### src/rtl/program_loader.sv
// program_loader: fills program memory from a byte stream and holds the core
// in reset until a load completes successfully.
//
// Stream format: one length byte N (1..2**ADDR_WIDTH), then N instructions
// as {HI, LO} byte pairs, then (when LOADER_CHECKSUM_EN is defined) one byte
// equal to the modulo-256 sum of every HI and LO byte. Instruction i is
// written to address i.
//
// Optional feature macro: LOADER_CHECKSUM_EN
//   defined   - trailing checksum byte is expected and verified.
//   undefined - no checksum byte; the load completes after the Nth write.
//
// Ports:
//   clk        - clock, rising edge
//   nReset     - synchronous active-low reset
//   Start      - single-cycle load request (ignored while Busy)
//   ByteIn     - stream byte
//   ByteValid  - ByteIn valid
//   ByteReady  - loader accepts ByteIn this cycle
//   PM_WE      - program memory write enable (one-cycle pulse)
//   PM_WAddr   - program memory write address
//   PM_WData   - program memory write data
//   CoreNReset - active-low reset to the core; released only after success
//   Busy       - load in progress
//   Done       - last load succeeded (sticky)
//   Error      - last load failed (sticky)

module program_loader #(
  parameter int unsigned ADDR_WIDTH = 6,
  parameter int unsigned INS_WIDTH  = 13
) (
  input  logic                  clk,
  input  logic                  nReset,
  input  logic                  Start,
  input  logic [7:0]            ByteIn,
  input  logic                  ByteValid,
  output logic                  ByteReady,
  output logic                  PM_WE,
  output logic [ADDR_WIDTH-1:0] PM_WAddr,
  output logic [INS_WIDTH-1:0]  PM_WData,
  output logic                  CoreNReset,
  output logic                  Busy,
  output logic                  Done,
  output logic                  Error
);

  // One extra counter bit so a full-depth load terminates without wrapping.
  localparam int unsigned CntW   = ADDR_WIDTH + 1;
  localparam int unsigned HiBits = INS_WIDTH - 8;
  localparam logic [31:0] Depth  = 32'(1) << ADDR_WIDTH;
  // HI-byte bits that lie above the instruction width and must be zero.
  localparam logic [7:0]  HiBadMask = 8'(32'hFF << HiBits);

  typedef enum logic [2:0] {
    StIdle,
    StLen,
    StHi,
    StLo,
    StWr,
    StCsum,
    StDone,
    StErr
  } state_e;

  state_e                state_q, state_d;
  logic [CntW-1:0]       cnt_q, cnt_d;
  logic [CntW-1:0]       len_q, len_d;
  logic [INS_WIDTH-1:0]  data_q, data_d;
  logic                  ready_q, ready_d;
  logic                  we_q, we_d;
  logic                  busy_q, busy_d;
  logic                  done_q, done_d;
  logic                  error_q, error_d;
  logic                  core_nrst_q, core_nrst_d;
`ifdef LOADER_CHECKSUM_EN
  logic [7:0]            csum_q, csum_d;
`endif

  logic xfer;
  logic len_ok;
  logic hi_bad;

  assign xfer   = ByteValid & ready_q;
  assign len_ok = (ByteIn != 8'd0) && (32'(ByteIn) <= Depth);
  assign hi_bad = |(ByteIn & HiBadMask);

  always_comb begin
    state_d = state_q;
    cnt_d   = cnt_q;
    len_d   = len_q;
    data_d  = data_q;
`ifdef LOADER_CHECKSUM_EN
    csum_d  = csum_q;
`endif

    unique case (state_q)
      StIdle, StDone, StErr: begin
        if (Start) begin
          state_d = StLen;
          cnt_d   = '0;
`ifdef LOADER_CHECKSUM_EN
          csum_d  = '0;
`endif
        end
      end

      StLen: begin
        if (xfer) begin
          if (len_ok) begin
            len_d   = CntW'(ByteIn);
            state_d = StHi;
          end else begin
            state_d = StErr;
          end
        end
      end

      StHi: begin
        if (xfer) begin
          data_d[INS_WIDTH-1:8] = ByteIn[HiBits-1:0];
`ifdef LOADER_CHECKSUM_EN
          csum_d = csum_q + ByteIn;
`endif
          state_d = hi_bad ? StErr : StLo;
        end
      end

      StLo: begin
        if (xfer) begin
          data_d[7:0] = ByteIn;
`ifdef LOADER_CHECKSUM_EN
          csum_d = csum_q + ByteIn;
`endif
          state_d = StWr;
        end
      end

      StWr: begin
        cnt_d = cnt_q + CntW'(1);
        if (cnt_d == len_q) begin
`ifdef LOADER_CHECKSUM_EN
          state_d = StCsum;
`else
          state_d = StDone;
`endif
        end else begin
          state_d = StHi;
        end
      end

`ifdef LOADER_CHECKSUM_EN
      StCsum: begin
        if (xfer) begin
          state_d = (ByteIn == csum_q) ? StDone : StErr;
        end
      end
`endif

      default: state_d = StIdle;
    endcase

    // Outputs are registered from the state being entered so they line up
    // with the state register in the same cycle.
    ready_d     = (state_d == StLen) || (state_d == StHi) ||
                  (state_d == StLo)  || (state_d == StCsum);
    we_d        = (state_d == StWr);
    busy_d      = ready_d || (state_d == StWr);
    done_d      = (state_d == StDone);
    error_d     = (state_d == StErr);
    core_nrst_d = (state_d == StDone);
  end

  always_ff @(posedge clk) begin
    if (!nReset) begin
      state_q     <= StIdle;
      cnt_q       <= '0;
      len_q       <= '0;
      data_q      <= '0;
      ready_q     <= 1'b0;
      we_q        <= 1'b0;
      busy_q      <= 1'b0;
      done_q      <= 1'b0;
      error_q     <= 1'b0;
      core_nrst_q <= 1'b0;
`ifdef LOADER_CHECKSUM_EN
      csum_q      <= '0;
`endif
    end else begin
      state_q     <= state_d;
      cnt_q       <= cnt_d;
      len_q       <= len_d;
      data_q      <= data_d;
      ready_q     <= ready_d;
      we_q        <= we_d;
      busy_q      <= busy_d;
      done_q      <= done_d;
      error_q     <= error_d;
      core_nrst_q <= core_nrst_d;
`ifdef LOADER_CHECKSUM_EN
      csum_q      <= csum_d;
`endif
    end
  end

  assign ByteReady  = ready_q;
  assign PM_WE      = we_q;
  assign PM_WAddr   = cnt_q[ADDR_WIDTH-1:0];
  assign PM_WData   = data_q;
  assign CoreNReset = core_nrst_q;
  assign Busy       = busy_q;
  assign Done       = done_q;
  assign Error      = error_q;

endmodule
### config.mk
export PLATFORM = sky130hd
export DESIGN_NAME = program_loader
export DESIGN_NICKNAME = d
export VERILOG_FILES = /design/src/rtl/program_loader.sv
export SDC_FILE = /design/constraint.sdc
export NUM_CORES = 1
export LEC_CHECK = 0
export CORE_ASPECT_RATIO = 1.5
export CORE_UTILIZATION = 46
export DETAILED_ROUTE_END_ITERATION = 7
export PLACE_DENSITY = 0.85
export SLEW_MARGIN = 20
export SYNTH_ARGS = -nofsm -noshare
export SYNTH_HDL_FRONTEND = slang
export SYNTH_SLANG_ARGS = --single-unit
### constraint.sdc
create_clock -name clk -period 1.65 [get_ports clk]
set_input_delay 0.165 -clock clk [delete_from_list [all_inputs] [get_ports clk]]
set_output_delay 0.165 -clock clk [all_outputs]
set_load 0.01 [all_outputs]
Word-level counts from Yosys, hierarchy flattened. Index checks and enable logic that the tools add are counted.

Bits in registers: 35.

Bitwise operators: 1. Add/subtract/negate cells: 1. Magnitude comparators: 1. Equal/unequal tests: 15. Muxes and demuxes: 10. Reductions and logical operators: 14.

Operators by type and width (number): $eq A3 B3 Y1 const B (7); $mux W3 (7); $pmux W3 S5 (1); $pmux W7 S2 (1); $eq A3 B2 Y1 const B (4); $le A8 B7 Y1 const B (1); $reduce_bool A8 Y1 (1); $add A7 B1 Y7 const B (1); $eq A7 B7 Y1 (1); $mux W7 (1); $eq A3 B1 Y1 const B (2); $reduce_and A2 Y1 (3); $reduce_or A3 Y1 (2); $logic_or A1 B1 Y1 (4); $logic_not A3 Y1 (1); $reduce_and A3 Y1 (1); $ne A2 B2 Y1 const B (1); $reduce_bool A2 Y1 (1); $and A1 B1 Y1 (1); $logic_and A1 B1 Y1 (1).

Depth between registers and ports, before layout.
Depth in word-level cells: 10. Depth in mapped cells: 6.

Worst setup path before layout. OpenSTA, ideal clock, no wires.

Path kind: reg2reg. Start point: register cnt_q[0]. End point: register ready_q, in the netlist ByteReady. Setup slack: -0.063 ns. Cell stages (with the launch flop): 7. Arrival: 1.654 ns. Cell sequence: dfxtp_1 -> ha_1 -> and2_1 -> a211o_1 -> a31o_2 -> a41oi_4 -> a22o_1.

Longest elaborated chain between the ends: 8. Elaborated cells on any way between the ends: 11. Classes of those cells: add/sub (1); eq/ne (5); mux (2); reduce/logical (3).

RTL lines: start: declaration (line 66) `logic [CntW-1:0] cnt_q, cnt_d;`; start signal: assignment (line 190) `cnt_q <= cnt_d;`; $add A7 B1 Y7 (*) (line 139) `cnt_d = cnt_q + CntW'(1);`; $eq A7 B7 Y1 (*) (line 140) `if (cnt_d == len_q) begin`; $mux W3 (*) (line 140); $pmux W3 S5 (*) (line 96) `unique case (state_q)`; $eq A3 B1 Y1 / $eq A3 B2 Y1 (equally long branches) (line 164) `ready_d = (state_d == StLen) || (state_d == StHi) ||`; $logic_or A1 B1 Y1 (2 in series) (line 164); $logic_or A1 B1 Y1 (*) (line 165) `(state_d == StLo) || (state_d == StCsum);`; end signal: assignment (line 193) `ready_q <= ready_d;`; end: declaration (line 69) `logic ready_q, ready_d;`.

Mark *: on every way between the ends. The rest lies on a longest branch, timed or not. A chain may end at the register's enable or synchronous reset.

Worst setup path after layout.
Start point: register cnt_q[1]. End point: register ready_q, in the netlist ByteReady.

The elaborated chain is that of the path after synthesis.

==> results.toml <==
[yosys]
synth.most_common_cell = "sky130_fd_sc_hd__dfxtp_1"
post_synthesis_cell_area_um2 = 1830
yosys-top-cells-count = "35 x sky130_fd_sc_hd__dfxtp_1, 24 x sky130_fd_sc_hd__nor2b_1, 21 x sky130_fd_sc_hd__mux2i_1"
syn-num-nets = 204
gate_count_after_technology_mapping = 191
synth_xor_xnor_area_share_pct = 4.30
synth_compound_area_share_pct = 13.4
yosys_most_used_dff = "sky130_fd_sc_hd__dfxtp_1"
synth-adder-area-share_pct = 0.682
async_s_r_ff_share_synth_pct = 0
synthDistinctLibCells = 54
netlist.top_cell.by_area = "sky130_fd_sc_hd__dfxtp_1"
synth-seq-cells = 35
synth_simple_gate_area_share_pct = 25.4
avgSynthCellArea_um2 = 9.60
synth_warnings = 0
synth-seq-area-share_pct = 38.2
multiplexer_share_of_the_synthesized_area_pct = 11.5
synth-edff-count = 0
yosysTopAreaCellShare_pct = 38.2
largest_family_of_logic_cells_by_synthesized_area = "simple AND/OR/NAND/NOR gates"
synth.area.top_cells = "sky130_fd_sc_hd__dfxtp_1 38%, sky130_fd_sc_hd__mux2i_1 11%, sky130_fd_sc_hd__nor2b_1 8.2%"

[cells_and_area]
finalNetCount = 259
antenna_cells_inserted = 0
finished_core_util_pct = 67.3
layout.filler_cells = 291
final_cells = 290
areaGrowthSynthToFinish_pct = 37.7
share_of_cells_above_drive_strength_1_pct = 24.3
final_area_um2 = 2520

[critical_path]
r2r.worst_path.cells = 6
cp_endpoint_kind = "flop"
cp.arrival_ns = 1.90
ff2ff_setup_slack_ns = -0.01
element_type_at_the_critical_path_start = "flop"
worst-setup-path-type = "reg -> reg"
rr_endpoint = "ByteReady"
launch_instance_of_the_worst_register_to_register_path = "cnt_q[1]"
crit_path_max_fanout = 5
cp.required_ns = 1.89

[cts]
clockRootBuffer = "sky130_fd_sc_hd__clkbuf_8"
hold_buffers = 0
ctsLongestPathBuffers = 2
cts_htree_levels = 2
tritoncts_num_sinks = 35
cts-buffers-inserted = 5
cts.clk_slew.worst_paths_ns = 0.07
clock_insertion_delay_worst_skew_ns = 0.29
clock_tree_from_tritoncts = "done"

[route]
dr.pass1.iters = 4
post_drt_via_cell_ratio = 5.43
vias = 1576
first_iter_violations = 40
detail_route.wl_per_cell_um = 14.8
final_antenna_net_count = 0
routed_wl_um = 4300
drc_errors = 0

[die]
design.core.area_um2 = 3750
start_util_pct = 48.9
die_w_um = 53.6
chipHeight_um = 79.3
fp.dieArea_um2 = 4250
site_rows = 27
io_pins = 37

[global_routing]
antenna_found_initial = 0
globalRouteOverflowTotal = 0
maximum_number_of_pins_on_one_net_before_global_route_repair = 26
vias_in_the_first_global_route = 1473
wire_length_of_the_first_global_routing_pass_um = 6690
groute.usage.overall_pct = 22.0

[power]
static-leakage-power_nw = 1.02
peakVddDrop_mv = 0.835
power_per_cell_area_nw_per_um2 = 885
total_power_w = 0.00223

[worst_hold_path]
min_from = "ByteIn[5]"
min_to = "len_q[5]"
hold_depth = 3
worstHoldPathType = "in -> reg"

[placement]
dpl-instance-area_um2 = 2360
number_of_cells_in_the_design_after_placement = 281
gp_congestion = 0.891
placement.io_buffers = 36
post-dp-hpwl_um = 3040

[timing]
setup_viol = 1
final.period_utilization_pct = 101
worst_pin_slew_ns = 0.339
final_critical_path_setup_slack_ns = -0.0113
rsz0062_at_grt = "true"
achievable-frequency_mhz = 602
drv_slew = 0
timing.clock.skew_ns = 0.00732
report.final.hold_viol_count = 0
slew-limit-headroom_pct = 77.4
worst_hold_slack_ns = 0.287
post_route_minimum_period_ns = 1.66

[run_status]
failed_checks = "negative setup slack"
status = "complete, but fails checks"

[flow_run]
max_cap_violations = 0
flip-flops by register name, summed over array words and instances (netlist names):
name / count
PM_WData: 13
cnt_q: 7
len_q: 7
state_q: 3
Busy: 1
ByteReady: 1
CoreNReset: 1
Error: 1
PM_WE: 1
worst max-delay path, stage by stage, from the launching register on:
cell and delay [ns]:
sky130_fd_sc_hd__dfxtp_2 0.34, sky130_fd_sc_hd__ha_4 0.17, sky130_fd_sc_hd__and2_4 0.16, sky130_fd_sc_hd__a211o_1 0.27, sky130_fd_sc_hd__a31o_4 0.27, sky130_fd_sc_hd__a41oi_4 0.23, sky130_fd_sc_hd__a22o_1 0.18
where the power goes:
group,switching [W],leakage [nW],internal [W]
registers,0.0000604,0.284,0.000902
clock network,0.000317,0.0505,0.000380
logic,0.000283,0.681,0.000292
final cells by class:
cell class              instances  area [µm²]  share of cell area, %
clock buffers                   7        96.3                   3.82
clock inverters                 1        7.51                  0.297
inverters                       5        18.8                  0.743
multi-input cells             137        1070                   42.6
flip-flops and latches         35         703                   27.8
well taps                      43        53.8                   2.13
repair buffers                 62         571                   22.6
logic make-up after synthesis:
family / after synthesis
adders and majority gates: 1
xor gates and xnor gates: 9
and+or+nand+nor: 76
muxes: 21
DFF: 35
AOI/OAI and AO/OA: 30
buffers and inverters: 19
layout by cell type (no fill, tap or decap), types with 2 or more instances in the layout:
master                            instances
sky130_fd_sc_hd__clkdlybuf4s50_1         35
sky130_fd_sc_hd__dfxtp_1                 33
sky130_fd_sc_hd__buf_4                   25
sky130_fd_sc_hd__nor2b_1                 24
sky130_fd_sc_hd__mux2i_1                 21
sky130_fd_sc_hd__nor2_1                   9
sky130_fd_sc_hd__nand2_1                  7
sky130_fd_sc_hd__clkbuf_8                 7
sky130_fd_sc_hd__o21ai_0                  6
sky130_fd_sc_hd__xnor2_1                  5
sky130_fd_sc_hd__inv_1                    5
sky130_fd_sc_hd__nor3_1                   5
sky130_fd_sc_hd__nand3_1                  4
sky130_fd_sc_hd__a21oi_1                  4
sky130_fd_sc_hd__and2_1                   3
sky130_fd_sc_hd__and3_1                   2
sky130_fd_sc_hd__xnor2_2                  2
sky130_fd_sc_hd__nand3_2                  2
sky130_fd_sc_hd__nor4_2                   2
sky130_fd_sc_hd__and2b_2                  2
sky130_fd_sc_hd__a21boi_0                 2
sky130_fd_sc_hd__nor3_2                   2
sky130_fd_sc_hd__a31oi_1                  2
sky130_fd_sc_hd__dfxtp_2                  2
routing by layer:
metal / GRT usage, % / vias up / share of wire, %
met1: 23.0 / 748 / 38
met2: 38.5 / 52 / 54
met3: 3.45 / 11 / 4.3
met5: 0 / - / 0
met4: 14.2 / 0 / 3.3
li1: - / 765 / -
worst max path at each step:
| stage | cells after the start | endpoint | from | slack, ns |
|---|---|---|---|---|
| global placement | 6 | Busy | ByteIn[5] | -0.29 |
| CTS | 5 | ByteReady | cnt_q[1] | -0.01 |
| global route | 6 | ByteReady | cnt_q[1] | -0.07 |
| detailed placement | 6 | Busy | ByteIn[5] | -0.34 |
| finish | 6 | ByteReady | cnt_q[1] | -0.01 |
| floorplan | 6 | ByteReady | cnt_q[0] | 0.03 |
metrics by stage:
step | setup TNS [ns] | setup slack, ns
6_report | -0.0113 | -0.0113
5_1_grt | -0.252 | -0.0720
4_1_cts | -0.0113 | -0.0113
3_5_place_dp | -3.30 | -0.342
3_3_place_gp | -2.89 | -0.288
2_1_floorplan | 0 | 0.0288
what timing repair did:
| item | in CTS | in global routing |
|---|---|---|
| resized for setup | 8 | 4 |
| buffers inserted | 1 | 0 |
| setup endpoints to repair | 3 | 12 |
| pin swaps | 8 | 3 |
No activity file was read; power rests on OpenSTA's default activity.
